**config.mk**
```make
export PLATFORM = sky130hd
export DESIGN_NAME = poly_tone_gen
export DESIGN_NICKNAME = d
export VERILOG_FILES = /design/src/rtl/tonegen_pkg.sv /design/src/rtl/tone_channel.sv /design/src/rtl/poly_tone_gen.sv
export SDC_FILE = /design/constraint.sdc
export NUM_CORES = 1
export LEC_CHECK = 0
export BUFFER_PORTS_ARGS = -buffer_cell sky130_fd_sc_hd__buf_4
export CAP_MARGIN = 20
export CORE_ASPECT_RATIO = 2
export CORE_MARGIN = 10
export CORE_UTILIZATION = 35
export DETAILED_ROUTE_END_ITERATION = 8
export HOLD_SLACK_MARGIN = 0.12
export PLACE_DENSITY_LB_ADDON = 0.15
export SLEW_MARGIN = 10
export SYNTH_ARGS = -nofsm -noshare
export SYNTH_HDL_FRONTEND = slang
export SYNTH_SLANG_ARGS = --single-unit
```
**constraint.sdc**
```tcl
create_clock -name clk -period 6.6 [get_ports clk]
set_input_delay 1.32 -clock clk [delete_from_list [all_inputs] [get_ports clk]]
set_output_delay 1.32 -clock clk [all_outputs]
set_load 0.005 [all_outputs]
```
**src/rtl/tonegen_pkg.sv**
```systemverilog
// Shared constants for the polyphonic tone generator: register map offsets,
// waveform encodings and the noise LFSR definition.
package tonegen_pkg;

    localparam logic [1:0] REG_PERIOD_LO = 2'd0;
    localparam logic [1:0] REG_PERIOD_HI = 2'd1;
    localparam logic [1:0] REG_CTRL      = 2'd2;
    localparam logic [1:0] REG_GLOBAL    = 2'd3;

    typedef enum logic [1:0] {
        WAVE_SQUARE = 2'b00,
        WAVE_PULSE  = 2'b01,
        WAVE_NOISE  = 2'b10,
        WAVE_SILENT = 2'b11
    } wave_e;

    localparam int          LFSR_W     = 15;
    localparam logic [14:0] LFSR_SEED  = 15'h0001;
    // x^15 + x^14 + 1 expressed as zero-based bit positions
    localparam int          LFSR_TAP_A = 14;
    localparam int          LFSR_TAP_B = 13;

    function automatic logic [LFSR_W-1:0] lfsr_step(input logic [LFSR_W-1:0] state);
        return {state[LFSR_W-2:0], state[LFSR_TAP_A] ^ state[LFSR_TAP_B]};
    endfunction

endpackage

```
**src/rtl/tone_channel.sv**
```systemverilog
// One tone voice: period counter, 2-bit phase, waveform selection and the
// gated amplitude it contributes to the mixer.
module tone_channel #(
    parameter int DIV_W = 10,
    parameter int VOL_W = 4
) (
    input  logic             clk,
    input  logic             rst_n,
    input  logic             tick,
    input  logic [DIV_W-1:0] period,
    input  logic             en,
    input  logic [1:0]       wave,
    input  logic [VOL_W-1:0] vol,
    input  logic             master_en,
    input  logic             lfsr_bit,
    output logic [VOL_W-1:0] amplitude
);
    import tonegen_pkg::*;

    logic [DIV_W-1:0] count_reg;
    logic [1:0]       phase_reg;
    logic             noise_reg;
    logic             running;
    logic             wrap;
    logic             wave_high;

    assign running = en && (period != '0);
    // ">=" rather than "==" so a period shortened below the count wraps at once
    assign wrap    = (count_reg >= (period - DIV_W'(1)));

    always_ff @(posedge clk or negedge rst_n) begin
        if (!rst_n) begin
            count_reg <= '0;
            phase_reg <= 2'd0;
            noise_reg <= 1'b0;
        end else if (tick) begin
            if (!running) begin
                count_reg <= '0;
                phase_reg <= 2'd0;
            end else if (wrap) begin
                count_reg <= '0;
                phase_reg <= phase_reg + 2'd1;
                noise_reg <= lfsr_bit;
            end else begin
                count_reg <= count_reg + DIV_W'(1);
            end
        end
    end

    always_comb begin
        wave_high = 1'b0;
        case (wave_e'(wave))
            WAVE_SQUARE: wave_high = (phase_reg[1] == 1'b0);
            WAVE_PULSE:  wave_high = (phase_reg == 2'd0);
            WAVE_NOISE:  wave_high = noise_reg;
            WAVE_SILENT: wave_high = 1'b0;
            default:     wave_high = 1'b0;
        endcase
    end

    assign amplitude = (wave_high && running && master_en) ? vol : '0;

endmodule

```
**src/rtl/poly_tone_gen.sv**
```systemverilog
// Multi-channel tone generator: synchronised register writes, shared tick and
// noise LFSR, per-channel voices, registered mixer and 1st-order sigma-delta DAC.
module poly_tone_gen #(
    parameter int NUM_CH   = 3,
    parameter int DIV_W    = 10,
    parameter int VOL_W    = 4,
    parameter int PRESCALE = 50,
    localparam int MIX_W   = VOL_W + 2
) (
    input  logic              clk,
    input  logic              rst_n,
    input  logic              write_strobe,
    input  logic [3:0]        address,
    input  logic [7:0]        data,
    output logic              signal_out,
    output logic [MIX_W-1:0]  mix_out,
    output logic [NUM_CH-1:0] active
);
    import tonegen_pkg::*;

    localparam int PS_W = (PRESCALE > 1) ? $clog2(PRESCALE) : 1;

    logic [2:0]        sync_reg;
    logic              wr_fire;
    logic [1:0]        wr_ch;
    logic [1:0]        wr_reg;
    logic              master_en_reg;
    logic [PS_W-1:0]   ps_reg;
    logic              tick;
    logic [LFSR_W-1:0] lfsr_reg;
    logic [VOL_W-1:0]  amp [NUM_CH];
    logic [MIX_W-1:0]  mix_next;
    logic [NUM_CH-1:0] active_next;
    logic [MIX_W-1:0]  mix_reg;
    logic [NUM_CH-1:0] active_reg;
    logic [MIX_W-1:0]  acc_reg;
    logic [MIX_W:0]    sd_sum;
    logic              signal_reg;

    // Two flops resynchronise the strobe; the third only serves edge detection.
    always_ff @(posedge clk or negedge rst_n) begin
        if (!rst_n) begin
            sync_reg <= 3'b000;
        end else begin
            sync_reg <= {sync_reg[1:0], write_strobe};
        end
    end

    assign wr_fire = sync_reg[1] & ~sync_reg[2];
    assign wr_ch   = address[3:2];
    assign wr_reg  = address[1:0];

    always_ff @(posedge clk or negedge rst_n) begin
        if (!rst_n) begin
            master_en_reg <= 1'b0;
        end else if (wr_fire && (wr_ch == 2'd0) && (wr_reg == REG_GLOBAL)) begin
            master_en_reg <= data[0];
        end
    end

    assign tick = (ps_reg == PS_W'(PRESCALE - 1));

    always_ff @(posedge clk or negedge rst_n) begin
        if (!rst_n) begin
            ps_reg <= '0;
        end else if (tick) begin
            ps_reg <= '0;
        end else begin
            ps_reg <= ps_reg + PS_W'(1);
        end
    end

    always_ff @(posedge clk or negedge rst_n) begin
        if (!rst_n) begin
            lfsr_reg <= LFSR_SEED;
        end else if (tick) begin
            lfsr_reg <= lfsr_step(lfsr_reg);
        end
    end

    generate
        for (genvar gi = 0; gi < NUM_CH; gi++) begin : g_ch
            logic [DIV_W-1:0] period_reg;
            logic             en_reg;
            logic [1:0]       wave_reg;
            logic [VOL_W-1:0] vol_reg;
            logic             sel;

            // Channel indices >= NUM_CH never match, so such writes fall away.
            assign sel = wr_fire && (wr_ch == 2'(gi));

            always_ff @(posedge clk or negedge rst_n) begin
                if (!rst_n) begin
                    period_reg <= '0;
                    en_reg     <= 1'b0;
                    wave_reg   <= 2'b00;
                    vol_reg    <= '0;
                end else if (sel) begin
                    case (wr_reg)
                        REG_PERIOD_LO: period_reg[7:0]       <= data;
                        REG_PERIOD_HI: period_reg[DIV_W-1:8] <= data[DIV_W-9:0];
                        REG_CTRL: begin
                            vol_reg  <= data[VOL_W-1:0];
                            wave_reg <= data[VOL_W+1:VOL_W];
                            en_reg   <= data[VOL_W+2];
                        end
                        default: ;
                    endcase
                end
            end

            tone_channel #(
                .DIV_W (DIV_W),
                .VOL_W (VOL_W)
            ) u_channel (
                .clk       (clk),
                .rst_n     (rst_n),
                .tick      (tick),
                .period    (period_reg),
                .en        (en_reg),
                .wave      (wave_reg),
                .vol       (vol_reg),
                .master_en (master_en_reg),
                .lfsr_bit  (lfsr_reg[0]),
                .amplitude (amp[gi])
            );
        end
    endgenerate

    always_comb begin
        mix_next    = '0;
        active_next = '0;
        for (int i = 0; i < NUM_CH; i++) begin
            mix_next       = mix_next + MIX_W'(amp[i]);
            active_next[i] = (amp[i] != '0);
        end
    end

    always_ff @(posedge clk or negedge rst_n) begin
        if (!rst_n) begin
            mix_reg    <= '0;
            active_reg <= '0;
        end else begin
            mix_reg    <= mix_next;
            active_reg <= active_next;
        end
    end

    // The carry out of the accumulator is the 1-bit audio stream.
    assign sd_sum = {1'b0, acc_reg} + {1'b0, mix_reg};

    always_ff @(posedge clk or negedge rst_n) begin
        if (!rst_n) begin
            acc_reg    <= '0;
            signal_reg <= 1'b0;
        end else begin
            acc_reg    <= sd_sum[MIX_W-1:0];
            signal_reg <= sd_sum[MIX_W];
        end
    end

    assign mix_out    = mix_reg;
    assign active     = active_reg;
    assign signal_out = signal_reg;

endmodule

```
==> key figures <==
Run status
  • Outcome: completed

Place
  • Final HPWL DP: 11500 um
  • Number of I/O port buffers: 24
  • GPL Wtd Cong: 0.789
  • Placed Area: 7410 um^2

Timing
  • Least-Margin Pin Slew: 0.971 ns
  • Final min period: 3.49 ns
  • RSZ-0062 raised after global routing: no
  • WHS: 0.347 ns
  • Peak Freq: 0.286 GHz
  • Max-slew headroom: 0.353
  • Max-slew violation count: 0
  • Final Cycle Share: 0.529
  • TNS Setup: 0 ns
  • Final hold violations: 0
  • Setup Skew: 0.00738 ns
  • Final number of setup-violating endpoints: 0

Worst setup path
  • Crit end category: register
  • WS Path Type: reg -> reg
  • Setup crit start kind: register
  • Reg-to-reg critical path endpoint: g_ch[0].u_channel.count_reg[8]
  • Worst R2R Start: g_ch[0].period_reg[0]
  • CP startpoint: g_ch[0].period_reg[0]
  • R2R cell count: 13
  • R2R setup slack: 3.11 ns
  • Worst EP arrival: 3.78 ns
  • Worst Path Required: 6.89 ns
  • CP endpoint: g_ch[0].u_channel.count_reg[8]
  • Critical Path Fanout Max: 8

Floorplan
  • Std-Cell Rows: 72
  • Die Width: 120 um
  • Initial Utilization: 0.356
  • Total core area: 19500 um^2
  • IO Count: 25
  • Full die area: 26200 um^2
  • Die height: 219 um

Power
  • Switching share of power: 0.279
  • Gate power share: 0.174
  • Seq pwr share: 0.401
  • Peak supply drop: 0.175 mV
  • Psw: 0.664 mW
  • Leakage: 3.83 nW
  • Total power: 2.38 mW
  • Part of the power in the clock network: 0.425
  • P_int: 1.71 mW
  • Power Density: 296 nW/um^2

Route
  • Final wirelength: 15500 um
  • Routed wire per std cell: 16.0 um
  • Vias: 4882
  • DRT iter0 DRCs: 206
  • Routed Antenna Nets: 0
  • Initial DRT Pass Iterations: 4
  • Via-to-Cell Ratio: 5.03
  • DRC Markers: 0

Run
  • Max Cap Violations: 0

Cells and area
  • Multi-input logic area: 3470 um^2
  • Fraction of layout cells with a size suffix above 1: 0.172
  • Post-route cell area: 8050 um^2
  • FF/Latch Area: 3280 um^2
  • Diode count: 0
  • Fillcell total: 1940
  • Area grow syn2layout: 16.1%
  • Net count, final: 769

Global route
  • Initial antenna violation count: 0
  • First-pass GRT wire length: 25800 um
  • Gr usage total: 0.124
  • Largest net degree at the start of global routing: 77
  • Vias in the first global route: 5159
  • Total grt overflow: 0

CTS
  • Clock slew at reported path FFs: 0.06 ns
  • Worst-Skew Late Latency: 0.42 ns
  • Hold_buf cts: 0
  • Clk buf depth: 2
  • H-Tree Level Count: 4
  • Post-CTS sizing: 0
  • Setup bufs post-CTS: 0
  • CTS tree: built
  • Clock sink count: 131
  • Total CTS buffers: 17
  • Root Buffer: clkbuf_16

Synthesis
  • Register area share after synthesis: 0.473
  • Syn_nets: 735
  • Number of synthesized flops with an enable pin: 0
  • Average size of a mapped cell: 10.4 um^2
  • Number of synthesized register bits: 131
  • Synth Flop Type: dfrtp_1
  • YS warnings: 0
  • Asr flop ratio synth: 1.00
  • Mapped Cells: 664
  • Number of distinct library cells after synthesis: 51
  • Post-synthesis instance area: 6930 um^2

Worst hold path
  • Min-Delay Path Class: reg -> reg
cells in the mapped netlist (all sizes together), types with 4 or more instances:
cell	number	area, um^2
and2	5	31.3
nand4	7	43.8
and3	7	43.8
xor2	13	114
fa	6	120
nand2	105	394
clkbuf	8	30.0
mux2	57	642
xnor2	26	228
a21oi	20	100
a211oi	4	30.0
ha	50	626
or3	10	67.6
buf	4	16.3
nand2b	4	25.0
inv	37	139
nor4	4	25.0
nand3b	4	30.0
nor2	43	161
nor3	14	75.1
o21ai	22	110
a21o	11	82.6
nand3	24	120
nor2b	5	31.3
a22o	7	61.3
dfrtp	130	3250
layout by cell type (no fill, tap or decap), types with 5 or more instances in the layout:
cell       netlist  routed
and3_1           7       7
dfrtp_1        130     130
ha_1            50      50
a21oi_1         20      20
a21o_1          11      11
xnor2_1         26      26
fa_1             6       6
o21ai_0         22      22
a22o_1           7       7
inv_1           37      37
nor3_1          13      13
mux2_2          57      57
nand2_1        105     105
nor2_1          43      43
clkbuf_16        0      17
and2_1           5       5
xor2_1          13      13
buf_4            0      26
nand4_1          7       7
nor2b_1          5       5
nand3_1         24      24
or3_1            9       9
power by group through the flow:
| stage | logic (mW) | clock network, mW | registers [mW] |
|---|---|---|---|
| global placement | 0.408 | 0 | 0.964 |
| floorplan | 0.309 | 0 | 0.945 |
| CTS | 0.424 | 1.04 | 0.954 |
| detailed placement | 0.420 | 0 | 0.968 |
| finish | 0.415 | 1.01 | 0.953 |
| global route | 0.474 | 1.07 | 0.964 |
area by class of cell:
type | instances | share of cell area
Sequential cell | 131 | 0.407
Clock buffer | 17 | 0.0529
Multi-Input combinational cell | 484 | 0.431
Timing Repair Buffer | 27 | 0.0257
Clock inverter | 15 | 0.0258
Inverter | 37 | 0.0173
Tap cell | 259 | 0.0403
routing by layer:
metal / up-vias / share of wire / track usage
met1: 2427 / 0.39 / 0.123
met3: 24 / 0.023 / 0.0262
met5: - / 0 / 0
met4: 0 / 0.021 / 0.0505
li1: 2372 / - / -
met2: 59 / 0.57 / 0.239
kinds of logic after synthesis:
logic type | synth area share
multiplexers | 0.0969
buffers and inverters | 0.0267
XOR/XNOR | 0.0493
adder cells (fa/ha/maj) | 0.108
AND/OR/NAND/NOR | 0.168
AO/OA/AOI/OAI | 0.0778
flip-flops | 0.473
worst min-delay path by stage:
stage	cells after the start	slack [ns]	startpoint	end
after floorplan	0	0.33	sync_reg[0]	sync_reg[1]
after global placement	0	0.34	sync_reg[0]	sync_reg[1]
after detailed placement	0	0.33	sync_reg[0]	sync_reg[1]
after CTS	0	0.35	sync_reg[0]	sync_reg[1]
after global routing	0	0.36	sync_reg[0]	sync_reg[1]
final	0	0.35	sync_reg[0]	sync_reg[1]
worst max-delay path, stage by stage (launching register included):
cell	delay (ns)
dfrtp_1	0.41
inv_1	0.09
ha_1	0.18
nor3b_1	0.45
nand2_1	0.16
nor3_1	0.20
xnor2_1	0.15
ha_1	0.26
o21a_1	0.17
a21oi_1	0.15
o31ai_1	0.14
nor3_2	0.41
nand2_1	0.19
o311ai_0	0.40
through the flow:
| stage | cells | worst slack (ns) | utilization |
|---|---|---|---|
| floorplan | 664 | 3.53 | - |
| global placement | 938 | 3.31 | 0.381 |
| detailed placement | 938 | 3.16 | 0.381 |
| CTS | 970 | 3.13 | 0.414 |
| global route | 970 | 2.83 | 0.414 |
| finish | 970 | 3.11 | 0.414 |
Note: power is estimated with default switching activity, not from simulation.
